`config.mk`:
```
export PLATFORM = sky130hd
export DESIGN_NAME = warmboot_ctrl
export DESIGN_NICKNAME = d
export VERILOG_FILES = /design/src/rtl/warmboot_ctrl.sv
export SDC_FILE = /design/constraint.sdc
export NUM_CORES = 1
export LEC_CHECK = 0
export ABC_CLOCK_PERIOD_IN_PS = 2160
export CORE_MARGIN = 3
export CORE_UTILIZATION = 48
export DETAILED_ROUTE_END_ITERATION = 7
export GPL_ROUTABILITY_DRIVEN = 0
export PLACE_DENSITY = 0.86
export SETUP_SLACK_MARGIN = 0.4
export SKIP_LAST_GASP = 1
export SYNTH_ARGS = -nofsm -noshare
export SYNTH_HDL_FRONTEND = slang
export SYNTH_SLANG_ARGS = --single-unit
```
`constraint.sdc`:
```
create_clock -name UserCLK -period 2.16 [get_ports UserCLK]
set_input_delay 0.216 -clock UserCLK [delete_from_list [all_inputs] [get_ports UserCLK]]
set_output_delay 0.216 -clock UserCLK [all_outputs]
set_load 0.1 [all_outputs]
```
`src/rtl/warmboot_ctrl.sv`:
```
// Warm-boot controller: qualifies fabric reboot requests, drives the bitstream
// loader handshake, and falls back to the golden slot once on a failed load.
module warmboot_ctrl #(
  parameter logic [23:0] SLOT_BASE      = 24'h000000,
  parameter int unsigned SLOT_SHIFT     = 18,
  parameter int unsigned BOOT_HOLD      = 4,
  parameter int unsigned RST_CYCLES     = 16,
  parameter int unsigned TIMEOUT_CYCLES = 2**20,
  parameter int unsigned POR_BOOT       = 1
) (
  input  logic        UserCLK,
  input  logic        RESET,
  input  logic        BOOT_top,
  input  logic [3:0]  SLOT_top,
  output logic        CONFIGURED_top,
  output logic        RESET_top,
  output logic        LOAD_REQ,
  output logic [23:0] LOAD_ADDR,
  input  logic        LOAD_ACK,
  input  logic        LOAD_DONE,
  input  logic        LOAD_ERR,
  output logic [3:0]  ACTIVE_SLOT,
  output logic        FAILED
);

  localparam int unsigned TW = $clog2(TIMEOUT_CYCLES + 1);
  localparam int unsigned CW = (TW > 8) ? TW : 8;

  typedef enum logic [2:0] {
    S_IDLE, S_QUAL, S_REQ, S_LOAD, S_RST, S_FAIL
  } state_t;

  state_t          state, state_nxt;
  logic [CW-1:0]   cnt, cnt_nxt;
  logic [3:0]      slot_nxt;
  logic            armed, armed_nxt;
  logic            por;
  logic            load_fail;
  logic            boot_q1, boot_s;
  logic [3:0]      slot_q1, slot_s;

  function automatic logic [23:0] slot_addr(input logic [3:0] s);
    return SLOT_BASE + (24'(s) << SLOT_SHIFT);
  endfunction

  // Two-flop synchronizers for the asynchronous fabric request inputs
  always_ff @(posedge UserCLK) begin
    if (RESET) begin
      boot_q1 <= 1'b0;
      boot_s  <= 1'b0;
      slot_q1 <= '0;
      slot_s  <= '0;
    end else begin
      boot_q1 <= BOOT_top;
      boot_s  <= boot_q1;
      slot_q1 <= SLOT_top;
      slot_s  <= slot_q1;
    end
  end

  // State, shared counter, slot/address and arming registers
  always_ff @(posedge UserCLK) begin
    if (RESET) begin
      state       <= S_IDLE;
      por         <= 1'b1;
      cnt         <= '0;
      armed       <= 1'b0;
      ACTIVE_SLOT <= '0;
      LOAD_ADDR   <= '0;
    end else begin
      state       <= state_nxt;
      por         <= 1'b0;
      cnt         <= cnt_nxt;
      armed       <= armed_nxt;
      ACTIVE_SLOT <= slot_nxt;
      LOAD_ADDR   <= slot_addr(slot_nxt);
    end
  end

  // Next-state logic and Moore outputs; por marks the first cycle after reset
  always_comb begin
    state_nxt      = state;
    cnt_nxt        = cnt;
    slot_nxt       = ACTIVE_SLOT;
    armed_nxt      = armed;
    load_fail      = 1'b0;
    CONFIGURED_top = 1'b0;
    RESET_top      = 1'b1;
    LOAD_REQ       = 1'b0;
    FAILED         = 1'b0;
    if (por) begin
      state_nxt = (POR_BOOT != 0) ? S_REQ : S_IDLE;
      cnt_nxt   = '0;
      slot_nxt  = '0;
    end else begin
      case (state)
        S_IDLE: begin
          CONFIGURED_top = 1'b1;
          RESET_top      = 1'b0;
          if (!boot_s) begin
            armed_nxt = 1'b1;
          end else if (armed) begin
            state_nxt = S_QUAL;
            cnt_nxt   = CW'(1);
          end
        end
        S_QUAL: begin
          CONFIGURED_top = 1'b1;
          RESET_top      = 1'b0;
          if (!boot_s) begin
            state_nxt = S_IDLE;
          end else if (cnt >= CW'(BOOT_HOLD)) begin
            slot_nxt  = slot_s;
            state_nxt = S_REQ;
          end else begin
            cnt_nxt = cnt + CW'(1);
          end
        end
        S_REQ: begin
          LOAD_REQ = 1'b1;
          if (LOAD_ACK) begin
            state_nxt = S_LOAD;
            cnt_nxt   = '0;
          end
        end
        S_LOAD: begin
          // ERR wins over a simultaneous DONE; DONE wins over the timeout edge
          if (LOAD_ERR) begin
            load_fail = 1'b1;
          end else if (LOAD_DONE) begin
            state_nxt = S_RST;
            cnt_nxt   = '0;
          end else if (cnt == CW'(TIMEOUT_CYCLES - 1)) begin
            load_fail = 1'b1;
          end else begin
            cnt_nxt = cnt + CW'(1);
          end
          if (load_fail) begin
            if (ACTIVE_SLOT != 4'd0) begin
              slot_nxt  = '0;
              state_nxt = S_REQ;
            end else begin
              state_nxt = S_FAIL;
            end
          end
        end
        S_RST: begin
          CONFIGURED_top = 1'b1;
          if (cnt == CW'(RST_CYCLES - 1)) begin
            state_nxt = S_IDLE;
            cnt_nxt   = '0;
          end else begin
            cnt_nxt = cnt + CW'(1);
          end
        end
        S_FAIL: begin
          FAILED = 1'b1;
        end
        default: state_nxt = S_IDLE;
      endcase
    end
    if (state_nxt == S_REQ) armed_nxt = 1'b0;
  end

endmodule
```
==> results by group, run 1 <==
Run status
  • Outcome: finished with violations
  • Failing checks: setup timing

Min path
  • WHS Path Cells: 1
  • Worst hold start: slot_q1[2]
  • Min-Delay Path Class: reg2reg
  • Hold Path Sink: slot_s[2]

Floorplan
  • Total die area: 5870 sq um
  • I/O pin count: 42
  • Core Area: 4790 sq um
  • Placement row count: 25
  • Chip height: 76.6 um
  • Initial core utilization: 50.0%
  • Width of the die: 76.6 um

Finish
  • Final Util: 72.8%
  • # fillers: 325
  • Finished Layout Cells: 426
  • Synthesis-to-layout area growth: 45.6%
  • Multi-input gate area: 1760 sq um
  • ANT cells: 0
  • Reg area: 827 sq um
  • Layout cell share with drive strength beyond 1: 40.7%
  • Final Cell Area: 3480 sq um
  • Final net count: 370

Logic synthesis
  • FFs w/ async S/R, synth: 0%
  • Mapped Cells: 298
  • #FFs+latches synth: 40
  • Top FF cell, synth: dfxtp_1
  • Avg Cell Area, Syn: 8.03 sq um
  • Yosys top cell area share: 33.5%
  • Count leader, synth: dfxtp_1
  • Top post-synthesis cells by area: dfxtp_1 (33%), buf_4 (7.5%), nand2_1 (4.2%), nor2_1 (4.1%), o311ai_0 (3.3%)
  • Synthesis Warnings: 0
  • Syn Std Cell Area: 2390 sq um
  • Post-synth EDFFs: 0
  • Synth cell count leaders: dfxtp_1 (40), nand2_1 (27), nor2_1 (26)
  • Synth unique cells: 53
  • Area leader, netlist: dfxtp_1
  • Seq/Total Area, Yosys: 33.5%

CTS
  • Num CTS Buffers: 5
  • H-tree Lvls: 2
  • Clk pin slew, worst setup/hold paths: 90 ps
  • CTS root buffer: clkbuf_8
  • Later-pin clock latency in the skew report: 310 ps
  • TritonCTS clock tree: built
  • Clock Tree Buf Depth: 2
  • Clock sinks: 40

Setup path
  • Reg2Reg Setup Slack: -280 ps
  • Worst path required time: 2420 ps
  • Worst EP arrival: 2700 ps
  • Nature of the critical path startpoint: flip-flop
  • Worst Reg-to-Reg Cells: 7
  • Worst setup EP type: flip-flop
  • Worst R2R End: cnt[10]
  • Worst-path fanout max: 7
  • Critical path class: reg2reg
  • Start of the worst register-to-register path: cnt[13]

Route
  • Post-DR vias/cell: 6.63
  • DRC Markers: 0
  • Pre-antenna DRT Iters: 7
  • WL per Instance: 20.6 um
  • Final Routed Wirelength: 8790 um
  • Antenna Nets Post-Route: 0
  • Routed via count: 2,825
  • DR iter-0 viols: 427

Timing
  • Worst-Margin Slew: 830 ps
  • Fmax: 409 MHz
  • Max-slew violations: 0
  • Final setup vio count: 28
  • RSZ-0062 raised after global routing: yes
  • Fin crit share: 113%
  • Relative slew slack: 44.1%
  • Final hold vios: 0
  • Fin worst setup slack: -283 ps
  • Fin Setup TNS: -5160 ps
  • Worst Skew: 13.4 ps
  • Hold_ws: 441 ps
  • Fin crit period: 2440 ps

Placed design
  • Pre-CTS WS: -277 ps
  • HPWL Detailed: 4780 um
  • Placed Cells incl. Taps: 412
  • Port Buffer Count: 21
  • Placed Area: 3020 sq um

GRT
  • Initial antenna violation count: 0
  • All-Layer GR Usage: 27.7%
  • GRT Residual Overflow: 0
  • Largest net degree at the start of global routing: 31
  • First-pass GRT wire length: 13,200 um
  • Vias in the first global route: 2,651

Power
  • Total power: 1.81 mW
  • Power per cell area: 520 nW/um^2
  • Pleak: 1.29 nW
  • Maximum vdd ir drop: 0.407 mV

Job
  • Max_cap viols: 0
-- power breakdown --
part	internal (mW)	total, mW	switching (mW)
Sequential	0.749	0.761	0.0121
Combinational	0.0989	0.408	0.309
Clock	0.342	0.643	0.301
-- layout make-up --
cell class	instances	share of cell area (%)
inverters	7	0.754
repair buffers	72	19.4
well taps	67	2.41
flip-flops and latches	40	23.7
clock buffers	5	1.97
clock inverters	3	1.22
multi-input cells	232	50.6
-- layout by cell type, fill, tap and decap left out, types with 3 or more instances in the layout --
cell type and n:
nand3_4 5, dfxtp_1 23, nor2b_1 12, or3_1 5, nor2_2 3, dfxtp_2 15, nand3_1 12, buf_4 51
nor3_4 3, or2_2 3, nor3_1 6, inv_1 7, nand4_1 9, o311ai_4 3, o41ai_2 6, nand2_1 24
buf_6 5, o21ai_1 7, buf_12 6, o21ai_0 9, nor2_1 23, clkdlybuf4s50_1 9, conb_1 20, or3_4 3
a211oi_1 3, a21oi_1 6, nor4_1 3, a31oi_1 5, or4_4 3, clkbuf_8 5, and3_1 3, o22ai_1 3
o31ai_1 3, nand2_2 3, o311ai_2 7
-- logic make-up after synthesis --
kind of cell | synth area share [%]
buf+inv | 11.7
flops | 33.5
compound gates | 24.0
fa+ha+maj | 1.05
simple gates | 29.6
other cells | 0.157
-- registers in the layout, indices dropped and copies added, names as in the netlist --
name         count
armed            1
state            3
slot_s           4
slot_q1          4
cnt             21
por              1
boot_s           1
boot_q1          1
ACTIVE_SLOT      4
-- per-layer routing --
metal	part of all wire, %	track usage [%]	routed length (um)	vias to the layer above
met5	0	0	0	-
met4	7.0	15.2	612	0
met3	9.5	6.03	834	87
met2	47	47.1	4120	243
met1	37	32.1	3220	1297
li1	-	-	-	1198
-- worst max path at each step --
stage,startpoint,depth (start not counted),slack (ps),endpoint
after floorplan,cnt[15],8,-50,cnt[6]
after global placement,cnt[13],7,-190,cnt[10]
after detailed placement,cnt[13],7,-280,cnt[6]
after CTS,cnt[13],7,-150,cnt[10]
after global routing,cnt[15],7,-300,cnt[10]
final,cnt[13],7,-280,cnt[10]
-- repair_timing --
action | 4_1_cts | 5_1_grt
pin swaps | 8 | 15
gates cloned | 1 | 1
resized for setup | 36 | 28
setup endpoints to repair | 29 | 31
buffers inserted | 1 | 3
hold buffers | 0 | 0
-- critical path: stages, from the launching register on --
cell and delay, ps:
dfxtp_2 340, or4_4 540, or3_4 420, o21ai_4 210, and3_4 290, buf_6 150, and4_4 240, o221a_4 190
No activity file was read; power rests on OpenSTA's default activity.
==> run 2: changes to the inputs <==
--- a/config.mk
+++ b/config.mk
@@ -5,11 +5,14 @@
 export SDC_FILE = /design/constraint.sdc
 export NUM_CORES = 1
 export LEC_CHECK = 0
+export ABC_AREA = 1
 export ABC_CLOCK_PERIOD_IN_PS = 2160
+export CAP_MARGIN = 20
 export CORE_MARGIN = 3
-export CORE_UTILIZATION = 48
+export CORE_UTILIZATION = 50
 export DETAILED_ROUTE_END_ITERATION = 7
 export GPL_ROUTABILITY_DRIVEN = 0
+export GPL_TIMING_DRIVEN = 1
 export PLACE_DENSITY = 0.86
 export SETUP_SLACK_MARGIN = 0.4
 export SKIP_LAST_GASP = 1
==> run 2 against run 1 <==
Against the previous run:
- the run now ends clean
- via count increased by 19%
- global-route usage decreased by 4.9 points
- final cell count increased by 39%
- first-iteration DRC count increased by 11%
- sequential power decreased by 1%
- final area increased by 5.5%
- critical endpoint is now cnt[2]
==> results by group, run 2 <==
GRT
  • Vias in the first global route: 2,993 (+13%)
  • Busiest grt layer: met2
  • Met1 global-route usage: 26.4% (-5.7 points)
  • GRT Residual Overflow: 0 (unchanged)
  • Initial antenna violation count: 0 (unchanged)
  • Largest net degree at the start of global routing: 18 (-42%)
  • Met3 usage: 4.66% (-1.4 points)
  • All-Layer GR Usage: 22.8% (-4.9 points)
  • First-pass GRT wire length: 13,200 um (+0.63%)
  • GRT met2 Usage: 39.7% (-7.4 points)

Setup path
  • Worst setup EP type: flip-flop
  • Worst-path fanout max: 17 (+10)
  • Worst EP arrival: 2100 ps (-600 ps)
  • Worst path required time: 2390 ps (-30 ps)
  • Critical path, cell by cell: inv_1 -> nand3_1 -> nor2_2 -> nand3_2 -> nand2_2 -> inv_1 -> nor2_4 -> buf_12 -> nand2_8 -> inv_8 -> nand2_1 -> a21oi_1
  • Cell repeated most along the worst path: inv_1
  • CP top delay family: simple AND/OR/NAND/NOR gates
  • Critical path class: reg2reg
  • Worst Path Buf+Inv: 4 (+3)
  • Nature of the critical path startpoint: flip-flop
  • CP max stage cell: dfxtp_2
  • Largest stage delay on the critical path: 360 ps (-180 ps)

Timing
  • Hold_ws: 403 ps (-38.0 ps)
  • Fin crit period: 1870 ps (-573 ps)
  • Max-slew violations: 0 (unchanged)
  • Final hold vios: 0 (unchanged)
  • Worst Skew: 9.81 ps (-3.55 ps)
  • Final setup vio count: 0 (-100%)
  • Fmax: 535 MHz (+31%)
  • Fin crit share: 86.6% (-27 points)
  • RSZ-0062 raised after global routing: yes
  • Fin Setup TNS: 0 ps (+5160 ps)

Logic synthesis
  • Top post-synthesis cells by area: dfxtp_1 (27%), nand2_1 (15%), nand3_1 (12%), nor2_1 (8.2%), inv_1 (6.9%)
  • Yosys top cell area share: 26.9% (-6.5 points)
  • Synth cell count leaders: nand2_1 (118), nand3_1 (69), nor2_1 (65)
  • Compound-cell area share of the yosys netlist: 8.16% (-16 points)
  • Post-synth EDFFs: 0 (unchanged)
  • Synthesis Warnings: 0 (unchanged)
  • Synth unique cells: 41 (-23%)
  • Top FF cell, synth: dfxtp_1
  • Syn Std Cell Area: 2970 sq um (+24%)
  • Count leader, synth: nand2_1
  • Avg Cell Area, Syn: 6.31 sq um (-21%)
  • Area leader, netlist: dfxtp_1
  • FFs w/ async S/R, synth: 0% (unchanged)
  • Mux cell area share after synthesis: 0% (unchanged)
  • Post-synthesis adder-cell area fraction: 0.841% (-0.20 points)
  • Simple-Gate Fraction of Synth Area: 46.3% (+17 points)
  • #FFs+latches synth: 40 (unchanged)
  • XOR/XNOR share of the synthesized area: 1.47% (+1.5 points)
  • Mapped Cells: 471 (+58%)
  • Largest family of logic cells by synthesized area: simple AND/OR/NAND/NOR gates
  • Seq/Total Area, Yosys: 26.9% (-6.5 points)

Power
  • Maximum vdd ir drop: 0.329 mV (-19%)
  • Power per cell area: 459 nW/um^2 (-12%)
  • Pleak: 1.59 nW (+23%)

Route
  • WL per Instance: 14.9 um (-28%)
  • Routed via count: 3,349 (+19%)
  • Post-DR vias/cell: 5.67 (-15%)
  • Final Routed Wirelength: 8790 um (about the same)
  • DRC Markers: 0 (unchanged)
  • DR iter-0 viols: 474 (+11%)
  • Pre-antenna DRT Iters: 6 (-1)
  • Antenna Nets Post-Route: 0 (unchanged)

Floorplan
  • Total die area: 6910 sq um (+18%)
  • Core Area: 5640 sq um (+18%)
  • Width of the die: 83.1 um (+8.5%)
  • I/O pin count: 42 (unchanged)
  • Chip height: 83.1 um (+8.5%)
  • Placement row count: 27 (+8.0%)
  • Initial core utilization: 52.7% (+2.7 points)

CTS
  • Num CTS Buffers: 5 (unchanged)
  • Hold buffer count at CTS: 0 (unchanged)
  • H-tree Lvls: 2 (unchanged)
  • Clk pin slew, worst setup/hold paths: 90 ps (about the same)
  • TritonCTS clock tree: built
  • Later-pin clock latency in the skew report: 310 ps (about the same)
  • Clock Tree Buf Depth: 2 (unchanged)
  • CTS root buffer: clkbuf_8
  • Clock sinks: 40 (unchanged)

Finish
  • ANT cells: 0 (unchanged)
  • Synthesis-to-layout area growth: 23.6%
  • Commonest cells after routing, fill and taps aside: nand2_1 (110), nand3_1 (65), nor2_1 (55)
  • Top reg by flops: cnt
  • Leading cell type in the layout, fill and taps excluded: nand2_1
  • Layout cell share with drive strength beyond 1: 28.9% (-12 points)
  • Number of flip-flops in the largest register: 21 (unchanged)
  • Final net count: 530 (+43%)

Placed design
  • HPWL Detailed: 5380 um (+12%)
  • Port Buffer Count: 21 (unchanged)

Run status
  • Outcome: finished, final reports clean

Job
  • Max_cap viols: 0 (unchanged)

Min path
  • Min-Delay Path Class: reg2reg
==> run 2: cell type report <==
type                            instances  area [sq um]
Multi-Input combinational cell        360          1940
Clock buffer                            5          68.8
Timing Repair Buffer                   53           472
Tap cell                               72          90.1
Inverter                               58           225
Sequential cell                        40           857
Clock inverter                          3          23.8
Fill cell                             414          1970
==> run 2: timing repair <==
action,in CTS,in global routing
endpoints found under the setup margin,28,29
pin swaps,8,9
cloned,4,0
resized for setup,21,45
setup buffers,11,8
==> run 2: where the power goes <==
| group | switching (mW) | internal, mW | total (mW) |
|---|---|---|---|
| clock | 0.300 | 0.229 | 0.529 |
| sequential | 0.0127 | 0.741 | 0.753 |
| combinational | 0.312 | 0.0908 | 0.403 |
| total | 0.625 | 1.06 | 1.69 |
==> run 2: path summary, 6_finish.rpt <==
kind / start / to / slack [ps] / depth (start not counted)
worst max-delay path: cnt[15] / cnt[2] / 290 / 12
worst min-delay path: slot_q1[2] / slot_s[2] / 400 / 2
worst max register to register: cnt[15] / cnt[2] / 290 / 12
worst min register to register: slot_q1[2] / slot_s[2] / 400 / 2
==> run 2: cell families after synthesis <==
family          Yosys count
compound gates           33
xor+xnor                  5
fa+ha+maj                 2
buf+inv                  93
flops                    40
other cells               1
simple gates            297
==> run 2: stage by stage <==
step | setup slack [ps] | total power, mW | util (%) | cell area [sq um] | cells
after floorplan | 408 | 1.11 | - | 3090 | 490
after global placement | 231 | 1.14 | 57.1 | 3220 | 560
after detailed placement | 181 | 1.14 | 57.1 | 3220 | 560
after CTS | 397 | 1.68 | 61.8 | 3490 | 583
after global routing | 211 | 1.74 | 65.1 | 3670 | 591
final | 290 | 1.69 | 65.1 | 3670 | 591
==> run 2: layer usage <==
layer	wire, um	up-vias
li1	-	1551
met1	3270	1488
met2	4190	260
met3	946	50
met4	380	0
met5	0	-
==> run 2: tightest hold or removal path, stage by stage (launching register included) <==
cell,delay [ps]
dfxtp_1,300
inv_1,40
nor2_1,30
==> RTL change 1 (flow settings as in run 1) <==
Register the output `FAILED`; this adds one clock of latency there. The other outputs are not delayed to match.
--- a/src/rtl/warmboot_ctrl.sv
+++ b/src/rtl/warmboot_ctrl.sv
@@ -31,2 +31,4 @@
   } state_t;
+
+  logic FAILED_d;
 
@@ -89,3 +91,3 @@
     LOAD_REQ       = 1'b0;
-    FAILED         = 1'b0;
+    FAILED_d       = 1'b0;
     if (por) begin
@@ -156,3 +158,3 @@
         S_FAIL: begin
-          FAILED = 1'b1;
+          FAILED_d = 1'b1;
         end
@@ -164,2 +166,6 @@
 
+  always_ff @(posedge UserCLK) begin
+    FAILED <= FAILED_d;
+  end
+
 endmodule
Function: changed (Yosys sat finds a counterexample within 4 cycles, from zero or initial values and one cycle with RESET high).
==> RTL change 1 against run 1 <==
Wire length is 15% lower; synthesized area is 1.0% higher; sequential cell count is 1 higher; power is 0.63% lower; worst hold slack worse by 0.0093 ns; setup slack better by 0.35 ns; utilization is 6.4 points lower; synthesized cell count is 3.0% lower; design area is 8.8% lower; critical path type unchanged; largest cell class unchanged.
==> RTL change 1: results (changes against run 1) <==
{| class="wikitable"
! Metric !! Value
|-
| Met2 routing resource usage after global routing || 39.63% (-7.5 points)
|-
| End of the worst register-to-register path || cnt[0]
|-
| Delay of the slowest critical-path stage || 0.42 ns (-0.12 ns)
|-
| Layout cells sized above 1 || 40.36% (-0.31 points)
|-
| First DRT Iteration DRCs || 202 (-53%)
|-
| Arrival time at the worst endpoint || 2.28 ns (-0.42 ns)
|-
| Worst Min Path Start || slot_s[2]
|-
| Synth top cells by count || sky130_fd_sc_hd__dfxtp_1 (41), sky130_fd_sc_hd__nand2_1 (35), sky130_fd_sc_hd__buf_4 (24)
|-
| Drt total wl || 7.480 mm (-15%)
|-
| Post-detail-place hpwl || 3.988 mm (-17%)
|-
| Top FF cell, synth || sky130_fd_sc_hd__dfxtp_1
|-
| Overall via count from detail_route || 2,393 (-15%)
|-
| Pin count of the biggest net entering global routing || 24 (-23%)
|-
| Final hold slack || 0.4318 ns (-0.009279 ns)
|-
| Bufs w/o clock || 53 (-26%)
|-
| Cell types occupying the most area after synthesis || sky130_fd_sc_hd__dfxtp_1 (34%), sky130_fd_sc_hd__buf_4 (7.4%), sky130_fd_sc_hd__nand2_1 (5.4%)
|-
| Layout Nets || 343 (-7.3%)
|-
| Met3 Usage GRT || 3.756% (-2.3 points)
|-
| Area of placed instances || 2658 um2 (-12%)
|-
| IR drop worst, VDD || 0.0003578 V (-12%)
|-
| First-pass iteration count of the detailed router || 4 (-3)
|-
| Post-Synthesis Mean Instance Area || 8.369 um2 (+4.2%)
|-
| Final core occ || 66.43% (-6.4 points)
|-
| Cells resized by post-CTS repair || 37 (+2.8%)
|-
| Post-route clock skew || 0.005225 ns (-0.008137 ns)
|-
| Total setup buffers inserted after CTS || 8 (+7)
|-
| Total of fill cells in the finished design || 347 (+6.8%)
|-
| Startpoint of the worst register-to-register path || cnt[16]
|-
| Setup slack of the most critical reg-to-reg path || 0.06 ns (+0.35 ns)
|-
| Fraction of area in clock buffers and inverters || 3.581% (+0.39 points)
|-
| Wire length of the first global-routing pass || 10.87 mm (-17%)
|-
| Non-clock buffering overhead in the final layout || 14.44% (-4.9 points)
|-
| Cell Count, Final, Fillers Out || 399 (-6.3%)
|-
| Total Routing Usage GR || 22.88% (-4.8 points)
|-
| Distinct cell type count of the synthesized netlist || 59 (+11%)
|-
| Multi-input gates || 219 (-5.6%)
|-
| Sequential-to-total area share from yosys stat || 33.94% (+0.48 points)
|-
| Outcome || complete, no violations
|-
| Crit path max-delay cell type || sky130_fd_sc_hd__a2111oi_2
|-
| Detailed route wirelength on metal2 || 3.847 mm (-6.7%)
|-
| End of the worst hold path || ACTIVE_SLOT[2]
|-
| Share of cell area taken by multi-input logic gates || 50.69% (+0.13 points)
|-
| Crit-path leading delay family || compound AO/OA/AOI/OAI gates
|-
| Pleak || 1.214 nW (-6.0%)
|}
==> RTL change 1: cell count changes in the layout (fill, tap and decap cells not counted), moves of 6 or more <==
cell                              run 1  this run
sky130_fd_sc_hd__a21oi_2              2        12
sky130_fd_sc_hd__buf_4               51        36
sky130_fd_sc_hd__dfxtp_1             23        16
sky130_fd_sc_hd__nand2_1             24        34
sky130_fd_sc_hd__nand4_1              9         3
sky130_fd_sc_hd__nor2_1              23        13
sky130_fd_sc_hd__o21ai_0              9         2
sky130_fd_sc_hd__o21ai_1              7         0
sky130_fd_sc_hd__o311ai_2             7         0
sky130_fd_sc_hd__or3_1                5        15
==> RTL change 1: logic make-up after synthesis <==
logic type                 share of synthesized area, %
DFF                                               33.94
adders and majority gates                         1.034
other                                            0.1551
buffers and inverters                             14.02
AOI/OAI and AO/OA                                 18.62
and+or+nand+nor                                   30.16
muxes                                             2.069
==> RTL change 1: power breakdown <==
group	switching (mW)	internal, mW
combinational	0.293	0.0959
clock	0.295	0.347
sequential	0.0100	0.760
total	0.598	1.20
==> RTL change 1: tightest hold or removal path, stage by stage, from the launching register on <==
cell and delay (ns):
sky130_fd_sc_hd__dfxtp_1 0.31, sky130_fd_sc_hd__nand2_1 0.05, sky130_fd_sc_hd__mux2i_1 0.05
==> RTL change 1: how the worst max path moves through the flow <==
stage	start	to	slack, ns	cells after the start
finish	cnt[16]	cnt[0]	0.06	7
global route	cnt[16]	cnt[0]	-0.03	7
CTS	cnt[0]	cnt[10]	0.20	8
detailed placement	LOAD_DONE	cnt[13]	-0.09	8
global placement	LOAD_DONE	cnt[7]	-0.02	7
floorplan	state[0]	CONFIGURED_top	0.14	2
==> RTL change 2 (settings of run 1) <==
Without the edit above. Set the parameter `RST_CYCLES` to 8 (it was 16).
--- a/src/rtl/warmboot_ctrl.sv
+++ b/src/rtl/warmboot_ctrl.sv
@@ -6,3 +6,3 @@
   parameter int unsigned BOOT_HOLD      = 4,
-  parameter int unsigned RST_CYCLES     = 16,
+  parameter int unsigned RST_CYCLES     = 8,
   parameter int unsigned TIMEOUT_CYCLES = 2**20,
Function: same outputs for any inputs over 10 cycles, from zero or initial values and one cycle with RESET high; that may be too few to reach the edited logic, so the function may still have changed.
==> RTL change 2 against run 1 <==
Design area rose by 0.57%; wire length is 10% higher; non-clock buffer count up 26; setup slack worse by 0.026 ns; sequential cell count stayed put; critical endpoint is now cnt[4]; maximum frequency fell by 1.0%; synthesized area shrank 5.0%; sequential share of layout area up 0.40 points; power decreased by 1.7%; first-iteration DRC count increased by 27%; the run still ends with negative setup slack left; die area fell by 4.6%.
==> RTL change 2: results (changes against run 1) <==
{| class="wikitable"
! Metric !! Value
|-
| Outcome || finished with violations
|-
| Violations in the final reports || negative setup slack
|-
| Post-detail-place hpwl || 4.775 mm (-0.20%)
|-
| P per Cell Area || 508.6 nW/um2 (-2.2%)
|-
| End of the worst register-to-register path || cnt[4]
|-
| Post-synthesis adder-cell area fraction || 1.101% (+0.055 points)
|-
| Bufs w/o clock || 98 (+36%)
|-
| Area fraction in compound gates after synthesis || 18.93% (-5.1 points)
|-
| Layout Nets || 381 (+3.0%)
|-
| Met3 routed WL || 984 um (+18%)
|-
| Number of instances in the synthesized netlist || 282 (-5.4%)
|-
| Sequential cell area || 845.8 um2 (+2.3%)
|-
| Total negative setup slack || -3.795 ns (+1.369 ns)
|-
| Startpoint of the worst register-to-register path || cnt[7]
|-
| Layout cells sized above 1 || 47.84% (+7.2 points)
|-
| Total of fill cells in the finished design || 249 (-23%)
|-
| Synth top cells by count || sky130_fd_sc_hd__dfxtp_1 (40), sky130_fd_sc_hd__buf_4 (25), sky130_fd_sc_hd__a21oi_1 (23)
|-
| Delay of the slowest critical-path stage || 0.45 ns (-0.09 ns)
|-
| Average wire length per cell after detail routing || 22.94 um (+11%)
|-
| Distinct cell type count of the synthesized netlist || 49 (-7.5%)
|-
| Detailed route wirelength on metal2 || 4.499 mm (+9.1%)
|-
| Cell types occupying the most area after synthesis || sky130_fd_sc_hd__dfxtp_1 (35%), sky130_fd_sc_hd__buf_4 (8.3%), sky130_fd_sc_hd__a21oi_1 (5.1%)
|-
| Multi-input gates || 217 (-6.5%)
|-
| Post-synthesis mux area share || 0.8806% (+0.88 points)
|-
| Overall via count from detail_route || 2,865 (+1.4%)
|-
| Fraction of area in clock buffers and inverters || 3.249% (+0.053 points)
|-
| Wire length of the first global-routing pass || 12.01 mm (-8.8%)
|-
| Worst Slack Setup Final || -0.3085 ns (-0.02582 ns)
|-
| Synthesized area || 2273 um2 (-5.0%)
|-
| Pin count of the biggest net entering global routing || 16 (-48%)
|-
| Placed instance count || 397 (-3.6%)
|-
| Setup-failing EPs final || 25 (-11%)
|-
| Non-clock buffering overhead in the final layout || 24.24% (+4.9 points)
|-
| Placement-stage worst setup slack || -0.1937 ns (+0.08318 ns)
|}
-- RTL change 2: changes by cell type in the layout (fill, tap and decap cells not counted), sizes merged, moves of 6 or more --
cell and change:
buf +27, a21oi +15, o311ai -12, nand3 -10, or4 +10, nand2 -7
nor4 +7, o41ai -7, nor2 -6
-- RTL change 2: per-layer routing --
metal  vias to the layer above  track usage (%)
li1                       1169                -
met1                      1333            34.99
met2                       265            46.32
met3                        98            6.142
met4                         0            15.81
met5                         -                0
-- RTL change 2: worst min path at each step --
stage                     cells past startpoint        start  slack, ns              to
after floorplan                               0        RESET       0.24             por
after global placement                        1      boot_q1       0.42          boot_s
after detailed placement                      1    slot_s[0]       0.43  ACTIVE_SLOT[0]
after CTS                                     1    slot_s[0]       0.45  ACTIVE_SLOT[0]
after global routing                          2  SLOT_top[2]       0.45      slot_q1[2]
final                                         1   slot_q1[2]       0.46       slot_s[2]
